===== config.mk =====
export PLATFORM = sky130hd
export DESIGN_NAME = uart_arbiter
export DESIGN_NICKNAME = d
export VERILOG_FILES = /design/src/rtl/uart_arbiter.sv
export SDC_FILE = /design/constraint.sdc
export NUM_CORES = 1
export LEC_CHECK = 0
export BUFFER_PORTS_ARGS = -buffer_cell sky130_fd_sc_hd__buf_2
export CORE_MARGIN = 2
export CORE_UTILIZATION = 40
export CTS_CLUSTER_SIZE = 30
export DETAILED_ROUTE_END_ITERATION = 7
export GPL_ROUTABILITY_DRIVEN = 1
export PLACE_DENSITY_LB_ADDON = 0.3
export RECOVER_POWER = 100
export SETUP_SLACK_MARGIN = 0.2
export SKIP_CTS_REPAIR_TIMING = 1
export SYNTH_ARGS = -nofsm -noshare
export SYNTH_HDL_FRONTEND = slang
export SYNTH_SLANG_ARGS = --single-unit

===== constraint.sdc =====
create_clock -name clk -period 2.6 [get_ports clk]
set_clock_uncertainty 0.05 [all_clocks]
set_input_delay 0.39 -clock clk [delete_from_list [all_inputs] [get_ports clk]]
set_output_delay 0.39 -clock clk [all_outputs]
set_load 0.05 [all_outputs]

===== src/rtl/uart_arbiter.sv =====
// Two-requester byte arbiter feeding a UART write port: frame locking, round-robin
// between frames, ack timeout with sticky err. Optional macro: UART_ARB_INIT_DIV_EN.
module uart_arbiter #(
   parameter int DIV         = 39,
   parameter int ACK_TIMEOUT = 255
) (
   input  logic       clk,
   input  logic       reset,
   input  logic       req0_valid,
   input  logic [7:0] req0_data,
   input  logic       req0_last,
   output logic       req0_ready,
   input  logic       req1_valid,
   input  logic [7:0] req1_data,
   input  logic       req1_last,
   output logic       req1_ready,
   output logic [1:0] wb_addr,
   output logic [7:0] wb_data_out,
   output logic       wb_we,
   output logic       wb_clk,
   output logic       wb_stb,
   input  logic       wb_ack,
   output logic       err
);

   typedef enum logic [1:0] {INIT, IDLE, STROBE, RELEASE} state_t;

`ifdef UART_ARB_INIT_DIV_EN
   localparam state_t     RST_STATE = INIT;
   localparam logic [7:0] DIV_BYTE  = DIV[7:0];
`else
   localparam state_t     RST_STATE = IDLE;
`endif
   localparam logic [7:0] TIMEOUT_CNT = ACK_TIMEOUT[7:0];

   state_t     state, state_nxt;
   logic [7:0] cnt, cnt_nxt, cnt_inc;
   logic       locked, locked_nxt;
   logic       owner, owner_nxt;
   logic       prio, prio_nxt;
   logic       cur_req, cur_req_nxt;
   logic       cur_last, cur_last_nxt;
   logic       rdy0_nxt, rdy1_nxt;
   logic [1:0] addr_nxt;
   logic [7:0] data_nxt;
   logic       stb_nxt, wclk_nxt, err_nxt;
   logic       grant0, grant1;
   logic       timeout;
   logic       is_req_xfer;

`ifdef UART_ARB_INIT_DIV_EN
   logic init_wr, init_wr_nxt;
   assign is_req_xfer = !init_wr;
`else
   assign is_req_xfer = 1'b1;
`endif

   // The arbiter only ever writes to the UART.
   assign wb_we = 1'b0;

   always_comb begin
      grant0 = 1'b0;
      grant1 = 1'b0;
      if (locked) begin
         grant0 = req0_valid && !owner;
         grant1 = req1_valid && owner;
      end else if (req0_valid && req1_valid) begin
         grant0 = !prio;
         grant1 = prio;
      end else begin
         grant0 = req0_valid;
         grant1 = req1_valid;
      end
   end

   always_comb begin
      state_nxt    = state;
      cnt_nxt      = cnt;
      locked_nxt   = locked;
      owner_nxt    = owner;
      prio_nxt     = prio;
      cur_req_nxt  = cur_req;
      cur_last_nxt = cur_last;
      rdy0_nxt     = 1'b0;
      rdy1_nxt     = 1'b0;
      addr_nxt     = wb_addr;
      data_nxt     = wb_data_out;
      stb_nxt      = wb_stb;
      wclk_nxt     = wb_clk;
      err_nxt      = err;
      timeout      = 1'b0;
      cnt_inc      = cnt + 8'd1;
`ifdef UART_ARB_INIT_DIV_EN
      init_wr_nxt  = init_wr;
`endif
      case (state)
         INIT: begin
`ifdef UART_ARB_INIT_DIV_EN
            addr_nxt    = 2'd2;
            data_nxt    = DIV_BYTE;
            stb_nxt     = 1'b1;
            wclk_nxt    = 1'b1;
            cnt_nxt     = 8'd0;
            init_wr_nxt = 1'b1;
            state_nxt   = STROBE;
`else
            state_nxt   = IDLE;
`endif
         end
         IDLE: begin
            if (grant0 || grant1) begin
               addr_nxt     = 2'd0;
               data_nxt     = grant1 ? req1_data : req0_data;
               cur_last_nxt = grant1 ? req1_last : req0_last;
               cur_req_nxt  = grant1;
               rdy0_nxt     = grant0;
               rdy1_nxt     = grant1;
               stb_nxt      = 1'b1;
               wclk_nxt     = 1'b1;
               cnt_nxt      = 8'd0;
               state_nxt    = STROBE;
            end
         end
         STROBE: begin
            if (wb_ack) begin
               wclk_nxt  = 1'b0;
               cnt_nxt   = 8'd0;
               state_nxt = RELEASE;
            end else if (cnt_inc == TIMEOUT_CNT) begin
               timeout = 1'b1;
            end else begin
               cnt_nxt = cnt_inc;
            end
         end
         RELEASE: begin
            if (!wb_ack) begin
               stb_nxt   = 1'b0;
               cnt_nxt   = 8'd0;
               state_nxt = IDLE;
               // Lock and priority move only when a requester byte fully completes.
               if (is_req_xfer) begin
                  if (cur_last) begin
                     locked_nxt = 1'b0;
                     prio_nxt   = !cur_req;
                  end else begin
                     locked_nxt = 1'b1;
                     owner_nxt  = cur_req;
                  end
               end
            end else if (cnt_inc == TIMEOUT_CNT) begin
               timeout = 1'b1;
            end else begin
               cnt_nxt = cnt_inc;
            end
         end
         default: state_nxt = IDLE;
      endcase

      // Abandon the byte: no retry, frame lock dropped, priority untouched.
      if (timeout) begin
         err_nxt    = 1'b1;
         stb_nxt    = 1'b0;
         wclk_nxt   = 1'b0;
         locked_nxt = 1'b0;
         cnt_nxt    = 8'd0;
         state_nxt  = IDLE;
      end
`ifdef UART_ARB_INIT_DIV_EN
      if (state_nxt == IDLE) init_wr_nxt = 1'b0;
`endif
   end

   always_ff @(posedge clk) begin
      if (reset) begin
         state       <= RST_STATE;
         cnt         <= 8'd0;
         locked      <= 1'b0;
         owner       <= 1'b0;
         prio        <= 1'b0;
         req0_ready  <= 1'b0;
         req1_ready  <= 1'b0;
         wb_addr     <= 2'd0;
         wb_data_out <= 8'd0;
         wb_stb      <= 1'b0;
         wb_clk      <= 1'b0;
         err         <= 1'b0;
`ifdef UART_ARB_INIT_DIV_EN
         init_wr     <= 1'b0;
`endif
      end else begin
         state       <= state_nxt;
         cnt         <= cnt_nxt;
         locked      <= locked_nxt;
         owner       <= owner_nxt;
         prio        <= prio_nxt;
         req0_ready  <= rdy0_nxt;
         req1_ready  <= rdy1_nxt;
         wb_addr     <= addr_nxt;
         wb_data_out <= data_nxt;
         wb_stb      <= stb_nxt;
         wb_clk      <= wclk_nxt;
         err         <= err_nxt;
`ifdef UART_ARB_INIT_DIV_EN
         init_wr     <= init_wr_nxt;
`endif
      end
   end

   always_ff @(posedge clk) begin
      cur_req  <= cur_req_nxt;
      cur_last <= cur_last_nxt;
   end

endmodule


==> implementation parameters <==
Parameter                              Value

Logic synthesis
  Proportion of netlist area held by the largest area contributor ... 32.12%
  Most frequent cell after synthesis ... dfxtp_1
  Distinct cells, synth ... 50
  Netlist area before placement ... 1620 sq um
  Cell types occupying the most area after synthesis ... dfxtp_1, mux2i_1, a211oi_1, ha_1, nor2_1
  Share of flip-flops with an asynchronous set or reset after synthesis ... 0%
  Post-synth EDFFs ... 2
  Leading cell types by count after synthesis ... dfxtp_1, nor2_1, nand2_1
  Synthesized area divided by synthesized cell count ... 9.103 sq um
  Top cell type by total area after synthesis ... dfxtp_1
  Commonest register cell after synthesis ... dfxtp_1
  Number of flip-flops and latches in the synthesized netlist ... 28
  Share of synthesized area occupied by flip-flops and latches ... 35.83%
  Syn. warnings ... 0
  Post-synthesis instance total ... 178

CTS
  Root buffer cell ... clkbuf_8
  Clock Pin Slew Worst Setup and Hold Paths ... 0.10 ns
  Total clock buffers created by CTS ... 3
  # H-tree levels ... 1
  CTS tree ... built
  Clock sinks ... 28
  Number of buffers on the longest clock path ... 2
  Clock latency of the later-clocked register in the worst-skew pair ... 0.27 ns

Die
  Row Count ... 23
  Number of ports placed on the die boundary ... 39
  Vertical extent of the die ... 67.65 um
  Overall die area ... 4576 sq um
  Die W ... 67.65 um
  Effective utilization at floorplan ... 41.10%
  Core box area ... 3943 sq um

Global routing
  Initial antenna violation count ... 0
  Pin count of the biggest net entering global routing ... 33
  GRT Overall Usage ... 15.74%
  Aggregate global routing overflow ... 0
  Number of global-route vias before repair ... 1,208
  Global-route wire length before repair ... 5.526 mm

STA
  Slew @ Worst Pin ... 0.7486 ns
  Final critical path time including I/O delays and setup ... 2.091 ns
  Number of max-slew violations in the final report ... 0
  Number of hold violations in the final report ... 0
  RSZ-0062 raised after global routing ... no
  Final setup TNS ... 0 ns
  Fin crit share ... 80.43%
  Final setup violation count ... 0
  Max-slew headroom ... 50.09%
  Highest clock rate ... 478.2 MHz

Critical path
  Largest driver fanout on the critical path ... 10
  Cell breakdown of the critical path ... ha_1 -> o21ai_2 -> a32oi_1 -> nor3_4 -> or3_1
  Worst path buffer plus inverter count ... 0
  Critical path class ... flip-flop to flip-flop
  Endpoint required time on the critical path ... 2.72 ns
  Data arrival time of the critical path ... 2.21 ns
  Family with the most delay on the worst path ... compound AO/OA/AOI/OAI gates
  Max incr delay on CP ... 0.52 ns
  Slowest stage cell on the critical path ... a32oi_1
  Category of the worst setup path launch point ... flip-flop
  Capturing element type of the critical path ... flip-flop

Drt
  DR pass1 iterations ... 4
  Number of design-rule violations left by the first detailed-router iteration ... 91
  Remaining antenna violation count ... 0
  Wire length per cell ... 12.38 um
  Routed Wire Length ... 3.232 mm
  Avg Vias per Cell ... 5.249
  Detailed-route DRC error count ... 0
  Total vias in the final route ... 1,370

Min path
  Worst hold path class ... primary input to flip-flop

Place
  Port Buffers ... 35
  Last weighted congestion value of the routability-driven placer ... 0.7786
  HPWL after DPL ... 2.286 mm

Pwr
  Design Power ... 0.001621 W
  Power density normalized to cell area ... 893.5 nW/um^2
  Leakage ... 0.7161 nW
  Worst supply voltage drop on vdd ... 0.0004652 V

Layout
  Number of nets at the end of the flow ... 241
  Ratio of cells with drive above 1 in the final layout ... 18.48%
  Ant diodes ... 0
  P&R area growth vs syn ... 11.97%

Run status
  Status ... finished clean

Flow run
  Reported max-cap violation count ... 0
registers in the layout, summed over array words and instances, names as in the netlist:
name,cells
cnt,8
cur_last,1
cur_req,1
err,1
locked,1
owner,1
prio,1
req0_ready,1
req1_ready,1
state,2
wb_clk,1
wb_data_out,8
wb_stb,1
logic make-up after synthesis:
| family | after synthesis | synth area share, % |
|---|---|---|
| compound gates | 49 | 23.55 |
| xor+xnor | 1 | 0.5406 |
| fa+ha+maj | 6 | 4.633 |
| buf+inv | 20 | 5.559 |
| flops | 28 | 35.83 |
| mux | 13 | 9.035 |
| other cells | 1 | 0.2314 |
| simple gates | 60 | 20.62 |
final timing paths:
check | from | to | slack [ns] | depth (start not counted)
worst max-delay path | cnt[0] | state[0] | 0.51 | 5
worst min-delay path | req1_last | cur_last | 0.36 | 2
worst max register to register | cnt[0] | state[0] | 0.51 | 5
worst min register to register | cnt[7] | cnt[7] | 0.44 | 2
placed cells by master, fill, tap and decap left out, types with 5 or more instances in the layout:
cell / count
nand2_1: 12
o32ai_1: 5
buf_2: 22
a21oi_1: 7
o21ai_0: 6
nor2_1: 18
ha_1: 6
mux2i_1: 9
clkbuf_1: 14
inv_1: 10
a211oi_1: 10
dfxtp_1: 26
area by class of cell:
class                      instances  area [sq um]
clock buffer                       4         45.04
fill                             386          2128
inverter                          10         37.54
multi-input combinational        132         914.6
sequential                        28         580.6
tap                               50         62.56
timing repair buffer              37         173.9
where the power goes:
| group | leakage, nW | internal (W) | total, W | switching (W) |
|---|---|---|---|---|
| clock network | 0.0228 | 0.000110 | 0.000246 | 0.000136 |
| registers | 0.233 | 0.000541 | 0.000611 | 0.0000696 |
| logic | 0.461 | 0.000225 | 0.000764 | 0.000539 |
per-layer routing:
metal | track usage [%] | share of wire (%)
met5 | 0 | 0
met4 | 5.357 | 1.4
met3 | 2.833 | 5.9
met2 | 24.26 | 42
met1 | 22.01 | 51
stage by stage:
step                      instance area [sq um]  hold slack (ns)  utilization (%)  setup WS [ns]  instances
after floorplan                            1628           0.3819                -         0.7884        180
after global placement                     1828           0.4089            46.37         0.5616        257
after detailed placement                   1828           0.4288            46.37         0.5075        257
after CTS                                  1873           0.3514            47.51         0.5026        261
after global routing                       1814           0.3557            46.02         0.3561        261
final                                      1814           0.3575            46.02         0.5089        261
No activity file was read; power rests on OpenSTA's default activity.
